--- config.mk ---
export PLATFORM = sky130hd
export DESIGN_NAME = cla_seq_ctrl
export DESIGN_NICKNAME = d
export VERILOG_FILES = /design/src/rtl/cla_seq_ctrl.sv
export SDC_FILE = /design/constraint.sdc
export NUM_CORES = 1
export LEC_CHECK = 0
export ABC_CLOCK_PERIOD_IN_PS = 3000
export BUFFER_PORTS_ARGS = -buffer_cell sky130_fd_sc_hd__buf_2
export CORE_MARGIN = 2
export CORE_UTILIZATION = 40
export DETAILED_ROUTE_END_ITERATION = 10
export PLACE_DENSITY = 0.63
export SYNTH_ARGS = -nofsm -noshare
export SYNTH_HDL_FRONTEND = slang
export SYNTH_SLANG_ARGS = --single-unit
--- constraint.sdc ---
create_clock -name clk -period 3 [get_ports clk]
set_input_delay 0.3 -clock clk [delete_from_list [all_inputs] [get_ports clk]]
set_output_delay 0.3 -clock clk [all_outputs]
set_load 0.05 [all_outputs]
--- src/rtl/cla_seq_ctrl.sv ---
// -----------------------------------------------------------------------------
// cla_seq_ctrl
//
// Sequential adder that reuses a single N-bit carry-lookahead slice over W
// cycles to add two N*W-bit operands plus a carry-in.
//
// Handshake (valid/ready):
//   A transfer happens on a rising clk edge where valid and ready are both
//   high. in_ready is high only in IDLE. Operands are captured on the
//   accepting edge, so later input changes have no effect. out_valid rises W
//   edges after the accepting edge. sum/cout hold stable until the edge where
//   out_ready is seen high, after which the block is IDLE again. A new
//   operation cannot be accepted on the same edge a result is consumed.
//
// Optional feature:
//   Define CLA_SEQ_CTRL_OVF_EN to add the ovf output (two's-complement
//   overflow of the full-width add).
//
// Ports:
//   clk        in   clock, rising edge
//   rst_n      in   asynchronous active-low reset
//   in_valid   in   a/b/cin valid
//   in_ready   out  block can accept (IDLE only)
//   a, b       in   N*W-bit operands
//   cin        in   carry into bit 0
//   out_valid  out  sum/cout valid
//   out_ready  in   consumer takes the result
//   sum        out  N*W-bit result
//   cout       out  carry out of the MSB
//   busy       out  high in RUN and DONE
//   ovf        out  overflow (only with CLA_SEQ_CTRL_OVF_EN)
//   dbg_state  out  current FSM state (debug)
// -----------------------------------------------------------------------------
module cla_seq_ctrl #(
    parameter int N = 4,
    parameter int W = 4
) (
    input  logic             clk,
    input  logic             rst_n,
    input  logic             in_valid,
    output logic             in_ready,
    input  logic [N*W-1:0]   a,
    input  logic [N*W-1:0]   b,
    input  logic             cin,
    output logic             out_valid,
    input  logic             out_ready,
    output logic [N*W-1:0]   sum,
    output logic             cout,
    output logic             busy,
`ifdef CLA_SEQ_CTRL_OVF_EN
    output logic             ovf,
`endif
    output logic [1:0]       dbg_state
);

    localparam int SW = N * W;
    localparam int IW = (W > 1) ? $clog2(W) : 1;
    localparam logic [IW-1:0] LAST_IDX = IW'(W - 1);

    typedef enum logic [1:0] {
        S_IDLE = 2'd0,
        S_RUN  = 2'd1,
        S_DONE = 2'd2
    } state_t;

    state_t          r_state;
    logic [SW-1:0]   r_a;
    logic [SW-1:0]   r_b;
    logic [SW-1:0]   r_sum;
    logic            r_carry;
    logic [IW-1:0]   r_idx;
    logic            r_out_valid;
    logic            r_cout;
`ifdef CLA_SEQ_CTRL_OVF_EN
    logic            r_ovf;
`endif

    logic [N-1:0]    w_sl_a;
    logic [N-1:0]    w_sl_b;
    logic [N-1:0]    w_g;
    logic [N-1:0]    w_p;
    logic [N:0]      w_c;
    logic [N-1:0]    w_sum_sl;
    logic            w_term;
    logic            w_pp;

    assign w_sl_a = r_a[r_idx*N +: N];
    assign w_sl_b = r_b[r_idx*N +: N];

    // Lookahead carries: c[i+1] = g[i] | p[i]g[i-1] | ... | p[i..0]c[0],
    // each carry computed directly from g/p and the slice carry-in rather
    // than rippled from the previous bit.
    always_comb begin
        w_g      = w_sl_a & w_sl_b;
        w_p      = w_sl_a ^ w_sl_b;
        w_c      = '0;
        w_c[0]   = r_carry;
        w_term   = 1'b0;
        w_pp     = 1'b0;
        for (int i = 0; i < N; i++) begin
            w_term = w_g[i];
            w_pp   = w_p[i];
            for (int j = i - 1; j >= 0; j--) begin
                w_term = w_term | (w_pp & w_g[j]);
                w_pp   = w_pp & w_p[j];
            end
            w_c[i+1] = w_term | (w_pp & r_carry);
        end
        w_sum_sl = w_p ^ w_c[N-1:0];
    end

    always_ff @(posedge clk or negedge rst_n) begin
        if (!rst_n) begin
            r_state     <= S_IDLE;
            r_a         <= '0;
            r_b         <= '0;
            r_sum       <= '0;
            r_carry     <= 1'b0;
            r_idx       <= '0;
            r_out_valid <= 1'b0;
            r_cout      <= 1'b0;
`ifdef CLA_SEQ_CTRL_OVF_EN
            r_ovf       <= 1'b0;
`endif
        end else begin
            case (r_state)
                S_IDLE: begin
                    if (in_valid) begin
                        r_a     <= a;
                        r_b     <= b;
                        r_carry <= cin;
                        r_idx   <= '0;
                        r_state <= S_RUN;
                    end
                end
                S_RUN: begin
                    r_sum[r_idx*N +: N] <= w_sum_sl;
                    r_carry             <= w_c[N];
                    if (r_idx == LAST_IDX) begin
                        r_idx       <= '0;
                        r_cout      <= w_c[N];
                        r_out_valid <= 1'b1;
`ifdef CLA_SEQ_CTRL_OVF_EN
                        // Carry into the MSB of the top slice vs carry out.
                        r_ovf       <= w_c[N] ^ w_c[N-1];
`endif
                        r_state     <= S_DONE;
                    end else begin
                        r_idx <= r_idx + 1'b1;
                    end
                end
                S_DONE: begin
                    if (out_ready) begin
                        r_out_valid <= 1'b0;
                        r_state     <= S_IDLE;
                    end
                end
                default: begin
                    r_state <= S_IDLE;
                end
            endcase
        end
    end

    assign in_ready  = (r_state == S_IDLE);
    assign busy      = (r_state != S_IDLE);
    assign out_valid = r_out_valid;
    assign sum       = r_sum;
    assign cout      = r_cout;
`ifdef CLA_SEQ_CTRL_OVF_EN
    assign ovf       = r_ovf;
`endif
    assign dbg_state = r_state;

endmodule

==> results of run 1 <==
==> cell families (layout without fill, tap and decap cells) <==
| logic type | count (synthesis) | after routing | share of synthesized area, % |
|---|---|---|---|
| flip-flops | 55 | 55 | 51.6 |
| multiplexers | 41 | 41 | 24.7 |
| AND/OR/NAND/NOR | 30 | 30 | 6.10 |
| AO/OA/AOI/OAI | 28 | 28 | 8.73 |
| adder cells (fa/ha/maj) | 11 | 11 | 5.44 |
| buffers and inverters | 11 | 75 | 2.72 |
| XOR/XNOR | 2 | 2 | 0.657 |
==> cell type report <==
class,count,area share (%)
tap,77,3.08
multi-input combinational,112,38.9
clock inverter,1,0.240
sequential,55,43.9
inverter,5,0.599
clock buffer,7,3.08
timing repair buffer,62,10.2
==> per-layer routing <==
metal | track usage (%) | part of all wire (%)
met5 | 0 | 0
met4 | 3.90 | 0.84
met3 | 3.46 | 6.1
met2 | 22.4 | 46
met1 | 20.4 | 47
==> state kept, by name (all words and copies together), names as in the netlist <==
register	count
r_b	16
sum	16
r_carry	1
r_idx	2
dbg_state	2
cout	1
r_a	16
out_valid	1
==> through the flow <==
step / util [%] / instance area (um^2) / hold WS (ps) / cells / setup slack, ps
2_1_floorplan: - / 2670 / 4.41 / 178 / 328
3_3_place_gp: 47.4 / 3030 / 356 / 311 / 536
3_5_place_dp: 47.4 / 3030 / 360 / 311 / 483
4_1_cts: 49.1 / 3130 / 23.3 / 319 / 462
5_1_grt: 49.1 / 3130 / 57.9 / 319 / 330
6_report: 49.1 / 3130 / 2.53 / 319 / 490
==> placed cells by master, fill, tap and decap left out, drive strengths merged, types with 3 or more instances in the layout <==
cell type  count
buf           62
dfrtp         55
mux2          32
a22o          16
nand2         15
ha            10
mux4           8
clkbuf         7
inv            5
a21oi          4
nor2           4
nor3           3
o21ai          3
==> worst max-delay path: stages (launching register included) <==
cell and delay [ps]:
dfrtp_1 480, buf_4 220, mux4_2 510, ha_1 350, and4_1 250, a2111oi_4 450
a22o_1 210
==> how the worst min path moves through the flow <==
| stage | from | cells past startpoint | slack, ps | end |
|---|---|---|---|---|
| finish | rst_n | 1 | 3 | sum[4]$_DFFE_PN0P_ |
| CTS | rst_n | 1 | 20 | sum[9]$_DFFE_PN0P_ |
| floorplan | rst_n | 0 | 4 | cout$_DFFE_PN0P_ |
| global route | rst_n | 1 | 60 | sum[9]$_DFFE_PN0P_ |
| global placement | rst_n | 1 | 360 | sum[9]$_DFFE_PN0P_ |
| detailed placement | rst_n | 1 | 360 | sum[9]$_DFFE_PN0P_ |
==> metrics, run 1 <==
final worst path period share 83.7%; number of nets with antenna violations after routing 0; top-area cell type share of the netlist area 51.6%; Routed WL 5.01 mm; Post-Syn Nets 226; DRT iter0 DRCs 67; total gr overflow 0; synth unique cells 31; hold crit path type in -> async; Primary FF master, synth dfrtp_1; crit path capture sum[3]$_DFFE_PN0P_; layout net count 289; clock buffers created by TritonCTS 5; DIE AREA 7340 um^2; top cells by area, synth dfrtp_1 (52%), mux2_4 (16%), mux4_2 (6.8%); setup_tns 0 ps; clock skew 9.12 ps; critical-path maximum fanout 6; sequential cell area between 1000 and 1500 um^2; hold buffers post-CTS 0; Mapped Cells 178; H-tree depth 2; die span in x 85.6 um; count leader, synth dfrtp_1; fmax 398 MHz; Seq cells post-synth 55; clk slew on worst S/H paths 100 ps; Layout fillers 595; vias in the first global route 1677; CP Data Required Time 3250 ps; Vias 1667; Worst Tran Pin Value ~630 ps; critical path arrival approximately 2800 ps; Synthesis Warnings 0; minimum clock period 2510 ps; vias per cell about 5.2; status finished, final reports clean; largest net degree at the start of global routing 34; # rows 29; FF-to-FF Start r_idx[0]$_DFFE_PN0P_; Post-Syn Area 2670 um^2; final setup fails 0; relative slew slack 57.8%; DRC Markers 0; reg2reg path depth 6; Avg Synthesized Cell Area 15.0 um^2; Crit. End Element register; final hold vios 0; PortBufs between 50 and 60; Total GRT Usage 14.4%; initial antenna violation count 0; placed wire-length estimate a little under 4 mm; synth cell count leaders dfrtp_1 (55), mux2_4 (29), a22o_1 (16), nand2_1 (15), ha_1 (10); CTS Sinks 55; crit path launch type register; capturing point of the worst reg2reg path sum[3]$_DFFE_PN0P_; Core Footprint roughly 6400 um^2; Synth area leader dfrtp_1; unrepaired setup endpoints after global routing no; CTS tree done; chip height 85.6 um; Placer Congestion 0.740; post-CTS sizing 0; Multi-input gate area around 1200 um^2; Area Growth Syn to Fin 17.5%; first-pass iteration count of the detailed router 4; critical path class reg -> reg; async set or reset register ratio after synthesis 100%; initial core utilization 41.8%; Worst Setup SP r_idx[0]$_DFFE_PN0P_; Routed wire per std cell 15.7 um; clk_lat worst skew 300 ps; worst-case clock buffer depth 2; first-pass GRT wire length 8.28 mm; Post-synth EDFFs 0; Max Cap Viol 0; Setup Fix Bufs, Post-CTS 0; I/O pin count 59; n_diodes 0; Slew Limit Fails 0; clk root buf clkbuf_8; FF-to-FF setup slack 490 ps; share of cells above drive strength 1 47.5%; Seq/Total Area, Yosys around half
Power of run 1 is left out: the tool's default activity adds up to more than one toggle a clock period on the data nets, which glitch-free logic cannot reach.
==> run 2: changes to the inputs <==
Settings changed: ABC_CLOCK_PERIOD_IN_PS 3000 to 2600.
Clock period 3 ns to 2.6 ns, I/O delays scaled along.
==> metrics, run 2 (synthesis gave the netlist of run 1 again) <==
status finished, final reports clean; CP max stage cell mux4_2; WP depth 7 (+1); crit-path max cell delay 550 ps (+40 ps); Routed WL 5.16 mm (+3.0%); chip height 85.6 um (unchanged); CP Data Required Time 2820 ps (-430 ps); most frequent cells in the layout buf_2 (58), dfrtp_1 (54), mux2_4 (29); capturing point of the worst reg2reg path sum[11]$_DFFE_PN0P_; critical path class reg -> reg; Slew Limit Fails 0 (unchanged); H-tree depth 2 (unchanged); setup_tns 0 ps (unchanged); Buf/Inv on CP 1 (unchanged); # rows 29 (unchanged); Most Crowded Layer GR met2; critical path arrival 2660 ps (-100 ps); final hold vios 0 (unchanged); unrepaired setup endpoints after global routing no; crit path launch type register; clk root buf clkbuf_8; Max Cap Viol 0 (unchanged); clk slew on worst S/H paths 110 ps (about the same); critical path's top delay family compound AO/OA/AOI/OAI gates; share of cells above drive strength 1 48.8% (+1.3 points); n_diodes 0 (unchanged); clock skew 10.8 ps (+1.66 ps); critical-path maximum fanout 4 (-2); most common cell after layout, fill and taps aside buf_2; CTS Sinks 55 (unchanged); total gr overflow 0 (unchanged); FF-to-FF setup slack 150 ps (-340 ps); first-pass iteration count of the detailed router 4 (unchanged); grt met1 use 21.0% (+0.61 points); DRC Markers 0 (unchanged); first-pass GRT wire length 8.48 mm (+2.4%); CTS tree done; final setup fails 0 (unchanged); die span in x 85.6 um (unchanged); Total GRT Usage 14.9% (+0.45 points); clock buffers created by TritonCTS 5 (unchanged); Core Footprint 6390 um^2 (unchanged); minimum hold slack 24.8 ps (+22.3 ps); Worst Tran Pin Value 812 ps (+184 ps); relative slew slack 45.9% (-12 points); layout net count 293 (+1.4%); vias per cell 5.11 (-2.1%); reg2reg path depth 7 (+1); I/O pin count 59 (unchanged); number of nets with antenna violations after routing 0 (unchanged); worst-case clock buffer depth 2 (unchanged); hold buffers post-CTS 0 (unchanged); placed wire-length estimate 3.90 mm (+0.70%); clk_lat worst skew 310 ps (about the same); Vias 1652 (-0.90%); met2 Usage GRT 22.7% (+0.28 points); FF-to-FF Start r_idx[0]$_DFFE_PN0P_; DRT iter0 DRCs 56 (-16%); crit path capture sum[11]$_DFFE_PN0P_; minimum clock period 2450 ps (-64.0 ps); initial core utilization 41.8% (unchanged); hold crit path type in -> async; Area Growth Syn to Fin 18.3%; Routed wire per std cell 16.0 um (+1.7%); largest net degree at the start of global routing 37 (+8.8%); vias in the first global route 1663 (-0.83%); Worst Setup SP r_idx[0]$_DFFE_PN0P_; PortBufs 58 (unchanged); Placer Congestion 0.816 (+10%); final worst path period share 94.1% (+10 points); Crit. End Element register; CP Cell Sequence mux4_2 > ha_1 > a21o_1 > a21oi_1 > a2111oi_4 > buf_4 > a22o_1; DIE AREA 7340 um^2 (unchanged); GR Layer Usage met3 3.85% (+0.38 points); initial antenna violation count 0 (unchanged); fmax 409 MHz (+2.6%)
[run 2: layer usage]
layer,up-vias,routed length (um)
met1,817,2430
met2,46,2390
met3,5,274
met4,0,68
li1,784,-
met5,-,0
[run 2: timing repair]
item / in CTS / in global routing
endpoints found under the setup margin: 0 / 5
gates resized for setup: 0 / 2
buffers inserted: 0 / 1
[run 2: per-stage QoR]
step / setup WS [ps] / cell area (um^2) / util [%] / instances
floorplan: 2.67 / 2670 / - / 178
global placement: 158 / 3050 / 47.8 / 314
detailed placement: 114 / 3050 / 47.8 / 314
CTS: 75.1 / 3140 / 49.2 / 322
global route: 30.6 / 3160 / 49.4 / 323
finish: 154 / 3160 / 49.4 / 323
[run 2: worst reg2reg max path: cells and delay by family, from the launching register on]
| kind | cells | cell delay, ps |
|---|---|---|
| mux | 1 | 550 |
| buf+inv | 1 | 180 |
| flops | 1 | 440 |
| fa+ha+maj | 1 | 320 |
| compound gates | 4 | 870 |
[run 2: how the worst min path moves through the flow]
| stage | startpoint | end | slack, ps |
|---|---|---|---|
| 6_report | rst_n | sum[9]$_DFFE_PN0P_ | 20 |
| 5_1_grt | rst_n | sum[10]$_DFFE_PN0P_ | 80 |
| 4_1_cts | rst_n | sum[10]$_DFFE_PN0P_ | 40 |
| 3_5_place_dp | rst_n | sum[10]$_DFFE_PN0P_ | 390 |
| 3_3_place_gp | rst_n | sum[10]$_DFFE_PN0P_ | 390 |
| 2_1_floorplan | rst_n | cout$_DFFE_PN0P_ | -40 |
[run 2: final cells by class]
cell class                 count  area (um^2)
timing repair buffer          66          354
clock buffer                   5         68.8
clock inverter                 3         22.5
sequential                    55         1380
multi-input combinational    112         1220
fill                         557         3230
inverter                       5         18.8
tap                           77         96.3
Power of run 2 is left out for the same reason.
==> run 3: changes to the inputs <==
Settings changed: ABC_AREA set to 1.
==> metrics, run 3 <==
vias per cell 4.85 (-5.1%); layout net count 431 (+47%); met2 Usage GRT 27.6% (+4.9 points); total gr overflow 0 (unchanged); failing checks hold timing; setup_tns 0 ps (unchanged); clock skew 5.91 ps (-4.87 ps); Area Growth Syn to Fin 16.5%; PortBufs 58 (unchanged); Core Footprint 6390 um^2 (unchanged); DIE AREA 7300 um^2 (-0.45%); Setup Fix Bufs, Post-CTS 0 (unchanged); Slew Limit Fails 0 (unchanged); status complete, but fails checks; Post-Syn Area 2650 um^2 (-0.47%); clk slew on worst S/H paths 90 ps (-20 ps); peak supply drop 0.890 mV; Mapped Cells 324 (+82%); DRT iter0 DRCs 80 (+43%); hold crit path type in -> async; Seq/Total Area, Yosys 51.9% (+0.24 points); critical path class reg -> reg; number of nets with antenna violations after routing 0 (unchanged); share of cells above drive strength 1 21.4% (-27 points); CP Data Required Time 2850 ps (+30 ps); Synthesis Warnings 0 (unchanged); Placer Congestion 0.887 (+8.6%); top cells by area, synth dfrtp_1 (52%), nand2_1 (20%), ha_1 (4.7%); # rows 29 (unchanged); count leader, synth nand2_1; first-pass iteration count of the detailed router 4 (unchanged); post-CTS sizing 0 (unchanged); grt met1 use 23.6% (+2.6 points); Avg Synthesized Cell Area 8.19 um^2 (-45%); clk root buf clkbuf_8; minimum hold slack -1.09 ps (-25.9 ps); H-tree depth 2 (unchanged); DRC Markers 0 (unchanged); hold buffers post-CTS 0 (unchanged); die span in x 85.5 um (-0.23%); clk_lat worst skew 310 ps (about the same); Worst Tran Pin Value 715 ps (-96.9 ps); CTS tree done; final hold vios 1 (+1); Crit. End Element register; Max Cap Viol 0 (unchanged); clock buffers created by TritonCTS 5 (unchanged); Post-Syn Nets 372 (+65%); n_diodes 0 (unchanged); final setup fails 0 (unchanged); Post-synth EDFFs 0 (unchanged); Seq cells post-synth 55 (unchanged); PwrDens 1460 nW/um^2; CTS Sinks 55 (unchanged); Primary FF master, synth dfrtp_1; Leak roughly 1.7 nW; I/O pin count 59 (unchanged); unrepaired setup endpoints after global routing no; worst-case clock buffer depth 2 (unchanged); chip height 85.5 um (-0.23%); most frequent cells in the layout nand2_1 (140), buf_2 (58), dfrtp_1 (55); async set or reset register ratio after synthesis 100% (unchanged); Routed wire per std cell 12.4 um (-22%); Vias 2237 (+35%); top-area cell type share of the netlist area 51.9% (+0.24 points); synth unique cells 25 (-19%); critical path arrival 2360 ps (-300 ps); largest net degree at the start of global routing 35 (-5.4%); Final Worst Setup Slack 490 ps (+336 ps); synth cell count leaders nand2_1 (140), dfrtp_1 (55), o21ai_0 (25), nor2_1 (23), inv_1 (12); placed wire-length estimate 4.31 mm (+10%); pre-CTS setup slack 511 ps (+397 ps); minimum clock period 2110 ps (-336 ps); relative slew slack 52.4% (+6.5 points); Synth area leader dfrtp_1; vias in the first global route 2202 (+32%); Routed WL 5.73 mm (+11%); initial core utilization 41.6% (-0.20 points); GR Layer Usage met3 3.70% (-0.15 points); crit path launch type register; final worst path period share 81.2% (-13 points); initial antenna violation count 0 (unchanged); Total GRT Usage 17.1% (+2.2 points); fmax 474 MHz (+16%); Most Crowded Layer GR met2; first-pass GRT wire length 10.1 mm (+19%); most common cell after layout, fill and taps aside nand2_1; critical-path maximum fanout 22 (+18)
-- run 3: cell count changes in the layout (fill, tap and decap cells not counted), sizes merged, moves of 3 or more --
cell,delta
a22o,-16
o21ai,+33
buf,-3
a21oi,-3
nor2,+24
inv,+12
o22ai,+8
nand3,+7
nand2,+127
mux4,-8
mux2,-32
-- run 3: critical path: stages (launching register included) --
cell and delay, ps:
dfrtp_1 410, inv_2 280, o21ai_0 130, o22ai_1 280, ha_1 300, nand3_1 110
nand2_1 60, nand2_1 70, nand3_1 100, nor2_1 150, nand2_1 80, nand2_1 60
-- run 3: final timing paths --
check | endpoint | cells past startpoint | start | slack [ps]
setup / recovery | sum[6]$_DFFE_PN0P_ | 11 | r_idx[0]$_DFFE_PN0P_ | 490
hold / removal | dbg_state[1]$_DFFE_PN0P_ | 1 | rst_n | -1
setup reg to reg | sum[6]$_DFFE_PN0P_ | 11 | r_idx[0]$_DFFE_PN0P_ | 490
hold reg to reg | r_b[8]$_DFFE_PN0P_ | 2 | r_b[8]$_DFFE_PN0P_ | 480
max in group asynchronous | sum[10]$_DFFE_PN0P_ | 2 | rst_n | 1950
min in group clk | r_a[6]$_DFFE_PN0P_ | 3 | a[6] | 140
-- run 3: metal layers --
metal  up-vias  part of all wire, %  routed length, um
met2        56                   46               2620
met3         6                  4.4                252
met1      1033                   49               2800
li1       1142                    -                  -
met5         -                    0                  0
met4         0                 0.86                 49
-- run 3: metrics by stage --
stage | area, um^2 | power (mW) | instances | util, % | hold WS, ps
global placement | 3010 | 4.05 | 453 | 47.1 | 355
finish | 3090 | 4.50 | 461 | 48.4 | -1.09
floorplan | 2650 | 3.45 | 324 | - | -35.6
CTS | 3090 | 4.54 | 461 | 48.4 | 29.5
global route | 3090 | 4.95 | 461 | 48.4 | 61.3
detailed placement | 3010 | 4.08 | 453 | 47.1 | 362
-- run 3: cell type report --
type	count	area (um^2)
Sequential cell	55	1380
Tap cell	77	96.3
Multi-Input combinational cell	240	1140
Fill cell	673	3300
Inverter	18	70.1
Clock buffer	7	76.3
Clock inverter	1	5.00
Timing Repair Buffer	63	328
-- run 3: power breakdown --
part | internal, mW | switching (mW)
clock network | 0.190 | 0.266
registers | 1.22 | 0.232
logic | 0.796 | 1.80
total | 2.21 | 2.30
-- run 3: cell families after synthesis --
logic type	after synthesis	share of synthesized area (%)
and+or+nand+nor	181	27.7
DFF	55	51.9
AOI/OAI and AO/OA	47	9.43
buffers and inverters	29	5.23
adders and majority gates	11	5.47
xor gates and xnor gates	1	0.330
Power figures use the tool's default switching activity.
